File: config.mk
export PLATFORM = sky130hd
export DESIGN_NAME = button_event_classifier
export DESIGN_NICKNAME = d
export VERILOG_FILES = /design/src/rtl/btn_pkg.sv /design/src/rtl/ms_tick_gen.sv /design/src/rtl/button_event_classifier.sv
export SDC_FILE = /design/constraint.sdc
export NUM_CORES = 1
export LEC_CHECK = 0
export CORE_UTILIZATION = 55
export DETAILED_ROUTE_END_ITERATION = 10
export GPL_TIMING_DRIVEN = 0
export PLACE_DENSITY = 0.74
export SLEW_MARGIN = 20
export SYNTH_ARGS = -nofsm -noshare
export SYNTH_HDL_FRONTEND = slang
export SYNTH_SLANG_ARGS = --single-unit
export TNS_END_PERCENT = 5
File: constraint.sdc
create_clock -name clk -period 4.4 [get_ports clk]
set_input_delay 0.88 -clock clk [delete_from_list [all_inputs] [get_ports clk]]
set_output_delay 0.88 -clock clk [all_outputs]
set_load 0.02 [all_outputs]
File: src/rtl/btn_pkg.sv
// Shared state encodings and default timing parameters for the button event classifier.
// Pure declarations; no logic, no latency.
package btn_pkg;

    typedef enum logic [2:0] {
        IDLE      = 3'd0,
        PRESS1    = 3'd1,
        WAIT_GAP  = 3'd2,
        PRESS2    = 3'd3,
        LONG_HOLD = 3'd4
    } btn_state_e;

    localparam int DEF_PRESCALE = 50000;
    localparam int DEF_LONG_MS  = 800;
    localparam int DEF_GAP_MS   = 300;

endpackage

File: src/rtl/ms_tick_gen.sv
// Millisecond strobe generator: counts 0..PRESCALE-1 and strobes ms_tick on the wrap cycle.
// clr restarts the count on the next edge; free-running, no backpressure.
module ms_tick_gen #(
    parameter int PRESCALE = btn_pkg::DEF_PRESCALE
) (
    input  logic clk,
    input  logic reset_n,
    input  logic clr,
    output logic ms_tick
);

    localparam int CW = (PRESCALE > 1) ? $clog2(PRESCALE) : 1;

    logic [CW-1:0] cnt_q;
    logic [CW-1:0] cnt_d;
    logic          wrap;

    always_comb begin
        wrap = (cnt_q == CW'(PRESCALE - 1));
        if (clr || wrap) begin
            cnt_d = '0;
        end else begin
            cnt_d = cnt_q + CW'(1);
        end
    end

    always_ff @(posedge clk or negedge reset_n) begin
        if (!reset_n) begin
            cnt_q <= '0;
        end else begin
            cnt_q <= cnt_d;
        end
    end

    assign ms_tick = wrap;

endmodule

File: src/rtl/button_event_classifier.sv
// Classifies debounced presses into short, double and long events plus a hold level.
// Pulses appear one cycle after the deciding sample; all outputs registered, no backpressure.
module button_event_classifier
    import btn_pkg::*;
#(
    parameter int PRESCALE = DEF_PRESCALE,
    parameter int LONG_MS  = DEF_LONG_MS,
    parameter int GAP_MS   = DEF_GAP_MS
) (
    input  logic clk,
    input  logic reset_n,
    input  logic db_level,
    input  logic db_tick,
    output logic short_tick,
    output logic double_tick,
    output logic long_tick,
    output logic hold
);

    localparam int MW = $clog2(LONG_MS + 1);

    btn_state_e    state_q;
    btn_state_e    state_d;
    logic [MW-1:0] ms_q;
    logic [MW-1:0] ms_d;
    logic          lvl_q;
    logic          short_q;
    logic          short_d;
    logic          double_q;
    logic          double_d;
    logic          long_q;
    logic          long_d;
    logic          hold_q;
    logic          hold_d;
    logic          clr;
    logic          ms_tick;
    logic          fall;

    ms_tick_gen #(
        .PRESCALE(PRESCALE)
    ) u_ms_tick_gen (
        .clk    (clk),
        .reset_n(reset_n),
        .clr    (clr),
        .ms_tick(ms_tick)
    );

    always_comb begin
        state_d  = state_q;
        clr      = 1'b0;
        short_d  = 1'b0;
        double_d = 1'b0;
        long_d   = 1'b0;
        fall     = lvl_q & ~db_level;

        // Release is checked before expiry so a simultaneous release/timeout keeps the press short.
        case (state_q)
            IDLE: begin
                if (db_tick) begin
                    state_d = PRESS1;
                    clr     = 1'b1;
                end
            end
            PRESS1: begin
                if (fall) begin
                    state_d = WAIT_GAP;
                    clr     = 1'b1;
                end else if (ms_q == MW'(LONG_MS) && db_level) begin
                    state_d = LONG_HOLD;
                    long_d  = 1'b1;
                end
            end
            WAIT_GAP: begin
                if (db_tick) begin
                    state_d = PRESS2;
                end else if (ms_q == MW'(GAP_MS)) begin
                    state_d = IDLE;
                    short_d = 1'b1;
                end
            end
            PRESS2: begin
                if (fall) begin
                    state_d  = IDLE;
                    double_d = 1'b1;
                end
            end
            LONG_HOLD: begin
                if (fall) begin
                    state_d = IDLE;
                end
            end
            default: begin
                state_d = IDLE;
            end
        endcase

        hold_d = (state_d == LONG_HOLD);

        if (clr) begin
            ms_d = '0;
        end else if (ms_tick && (ms_q != {MW{1'b1}})) begin
            ms_d = ms_q + MW'(1);
        end else begin
            ms_d = ms_q;
        end
    end

    always_ff @(posedge clk or negedge reset_n) begin
        if (!reset_n) begin
            state_q  <= IDLE;
            ms_q     <= '0;
            lvl_q    <= 1'b0;
            short_q  <= 1'b0;
            double_q <= 1'b0;
            long_q   <= 1'b0;
            hold_q   <= 1'b0;
        end else begin
            state_q  <= state_d;
            ms_q     <= ms_d;
            lvl_q    <= db_level;
            short_q  <= short_d;
            double_q <= double_d;
            long_q   <= long_d;
            hold_q   <= hold_d;
        end
    end

    assign short_tick  = short_q;
    assign double_tick = double_q;
    assign long_tick   = long_q;
    assign hold        = hold_q;

endmodule

==> impl_metrics.json <==
{
  "num_vias": 1348,
  "crit_chain": "clkdlybuf4s50_1 > nand3b_1 > a211o_1 > clkbuf_1 > nand2_1 > clkbuf_1 > nor2_1",
  "dr.pass1.iters": 7,
  "num_antenna_cells": 0,
  "clock-sinks": 34,
  "max_clock_freq_mhz": 379,
  "via_per_inst": 6.02,
  "cp_slowest_stage_delay_ps": 450,
  "fillers": 229,
  "period_needed_ps": 2640,
  "post-route-period-util_pct": 59.9,
  "setup_viol": 0,
  "slew-limit-headroom_pct": 36.8,
  "synth_xor_area_share_pct": 6.62,
  "cp.required_ps": 4600,
  "final_antenna_net_count": 0,
  "netlist.area_leader.share_pct": 49.5,
  "cts_tree": "done",
  "ctsHoldBuffers": 0,
  "critical_path.top_delay_family": "buffers and inverters",
  "wl_um": 3150,
  "start_util_pct": 60.3,
  "max_slew.worst_pin.slew_ps": 942,
  "slowest_stage": "clkdlybuf4s50_1",
  "synth.mux.area_fraction_pct": 1.75,
  "drv_cap": 0,
  "syn_area_um2": 1720,
  "drv_slew": 0,
  "avgRoutedWirePerCell_um": 14.1,
  "timing.rr.end": "ms_q[4]",
  "fin_cells": 224,
  "combPwrFrac_pct": 17.3,
  "clock_latency_ps": 330,
  "path_clk_slew_ps": 90,
  "end_kind": "register",
  "r2r.worst_path.cells": 6,
  "synth-simple-area-share_pct": 28.5,
  "min_from": "u_ms_tick_gen.cnt_q[0]",
  "synth_top_family_by_area": "simple AND/OR/NAND/NOR gates",
  "synth_compound_area_share_pct": 9.17,
  "final_hold_viol_count": 0,
  "seqPwrFrac_pct": 56.1,
  "sw_frac_of_total_pct": 30.6,
  "postCtsSetupBuffers": 0,
  "yosysTopAreaCell": "dfrtp_1",
  "syn_avg_cell_area_um2": 9.66,
  "coreArea_um2": 2850,
  "rows": 19,
  "cts_buffers": 5,
  "die_y_um": 57.9,
  "hpwlAfterDp_um": 2260,
  "die_x_um": 57.9,
  "cpMostUsedCell": "clkbuf_1",
  "power.density_nw_per_um2": 353,
  "fin_setup_tns_ps": 0,
  "yosys-top-cells-area": "dfrtp_1 (49%), xnor2_1 (5.6%), nor2_1 (5.0%), nand3_1 (3.8%), nand4_1 (2.9%)",
  "cp-startpoint": "db_level",
  "hold_end": "u_ms_tick_gen.cnt_q[0]",
  "arrival_ps": 2840,
  "grt_max_degree": 35,
  "clock_power_share_pct": 26.6,
  "area_delta_synth_final_pct": 9.53,
  "drc": 1,
  "synth_fa_ha_area_share_pct": 2.18,
  "p_switching_uw": 203,
  "post_cts_resized": 0,
  "skew_ps": 7.16,
  "p_int_uw": 461,
  "dieArea_um2": 3350,
  "yosys_warnings": 0,
  "ys_seq_area_share_pct": 49.5,
  "hold_depth": 1,
  "crit_type": "input port to register",
  "fin_nets": 199,
  "violations": "DRC",
  "htree_num_levels": 2,
  "place_congestion": 0.843,
  "power_leakage_uw": 0.000760,
  "dpl.cell_count": 216,
  "drive_gt1_share_pct": 7.25,
  "cts-root-buf": "clkbuf_4",
  "startpoint_type": "input port",
  "worstHoldPathType": "register to register",
  "syn_nets": 185,
  "antenna_found_initial": 0,
  "grt_setup_unrepaired": "no",
  "ios": 8,
  "portBuffers": 7,
  "r2r_start": "u_ms_tick_gen.cnt_q[5]",
  "grt_pass1_wl_um": 5650,
  "ys_types": 36,
  "grt_pass1_vias": 1270,
  "grt_use_total_pct": 22.2,
  "cts_buffer_depth": 2,
  "crit_fanout": 10,
  "synth-seq-cells": 34,
  "r2r_slack_ps": 1950,
  "outcome": "complete, but fails checks",
  "dr.first_iter.drc_count": 67,
  "gr-total-overflow": 0,
  "ir_worst_vdd_mv": 0.223,
  "critical_path_buf_inv_count": 3,
  "synthCells": 178
}
flip-flops by register name, summed over array words and instances, names as in the netlist:
signal / cells
hold: 1
u_ms_tick_gen.cnt_q: 16
double_tick: 1
lvl_q: 1
long_tick: 1
ms_q: 10
state_q: 3
short_tick: 1
per-stage QoR:
| step | instance area [µm²] | total power, µW | hold WS [ps] | setup slack (ps) | util (%) |
|---|---|---|---|---|---|
| after global routing | 1880 | 706 | 520 | 1580 | 66.0 |
| after CTS | 1880 | 674 | 504 | 1760 | 66.0 |
| after global placement | 1830 | 489 | 469 | 1470 | 64.1 |
| after floorplan | 1720 | 456 | 455 | 2100 | - |
| after detailed placement | 1820 | 495 | 490 | 1410 | 63.9 |
| final | 1880 | 664 | 497 | 1760 | 66.0 |
per-layer routing:
layer,GRT usage (%),vias to the layer above,wire length [µm]
met1,33.2,638,1630
li1,-,672,-
met3,4.02,7,123
met5,0,-,0
met4,10.9,0,60
met2,31.2,31,1340
power by group through the flow:
stage               logic, µW  clock network [µW]  registers (µW)
floorplan                83.4                   0             373
global placement          113                   0             376
detailed placement        117                   0             378
CTS                       117                 185             372
global route              134                 195             378
finish                    115                 177             373
placed cells by master, fill, tap and decap left out, types with 4 or more instances in the layout:
master / count
nand4_1: 8
clkbuf_1: 4
nor2_1: 23
dfrtp_1: 34
clkbuf_4: 5
nand2b_1: 7
nand3_1: 13
inv_1: 5
nor3_1: 8
nor4_1: 4
xnor2_1: 11
nand2_1: 11
clkdlybuf4s50_1: 6
a21oi_1: 8
area by class of cell:
type	count	area, µm²	area share, %
sequential	34	851	45.2
timing repair buffer	7	65.1	3.46
multi-input combinational	134	828	44.0
clock buffer	7	55.1	2.92
buffer	5	21.3	1.13
clock inverter	1	5.00	0.266
tap	31	38.8	2.06
inverter	5	18.8	0.997
worst max-delay path by stage:
stage                         endpoint  slack, ps  depth (start not counted)
3_3_place_gp   u_ms_tick_gen.cnt_q[13]       1470                          7
2_1_floorplan                  ms_q[4]       2100                          6
3_5_place_dp    u_ms_tick_gen.cnt_q[8]       1410                          7
5_1_grt         u_ms_tick_gen.cnt_q[6]       1580                          7
4_1_cts         u_ms_tick_gen.cnt_q[8]       1760                          7
6_report       u_ms_tick_gen.cnt_q[10]       1760                          7
kinds of logic after synthesis:
kind of cell,Yosys count
AO/OA/AOI/OAI,23
XOR/XNOR,13
adder cells (fa/ha/maj),3
buffers and inverters,10
flip-flops,34
multiplexers,3
AND/OR/NAND/NOR,92
cell usage after synthesis:
master / number
dfrtp_1: 34
nor2_1: 23
nand3_1: 13
nand2_1: 11
xnor2_1: 11
a21oi_1: 8
nand4_1: 8
nor3_1: 8
nand2b_1: 7
inv_1: 5
nor4_1: 4
a31o_2: 3
clkbuf_1: 3
ha_1: 3
mux2i_1: 3
o21ai_0: 3
o41ai_1: 3
or4b_1: 3
and2_1: 2
and3_1: 2
buf_2: 2
o311ai_0: 2
or3_1: 2
or4_1: 2
xor2_1: 2
a211o_1: 1
a211oi_1: 1
nand3b_1: 1
nand4b_1: 1
nor2b_1: 1
nor3b_1: 1
nor4b_1: 1
nor4bb_1: 1
o2111ai_1: 1
o31ai_1: 1
or2_2: 1
Note: power is estimated with default switching activity, not from simulation.
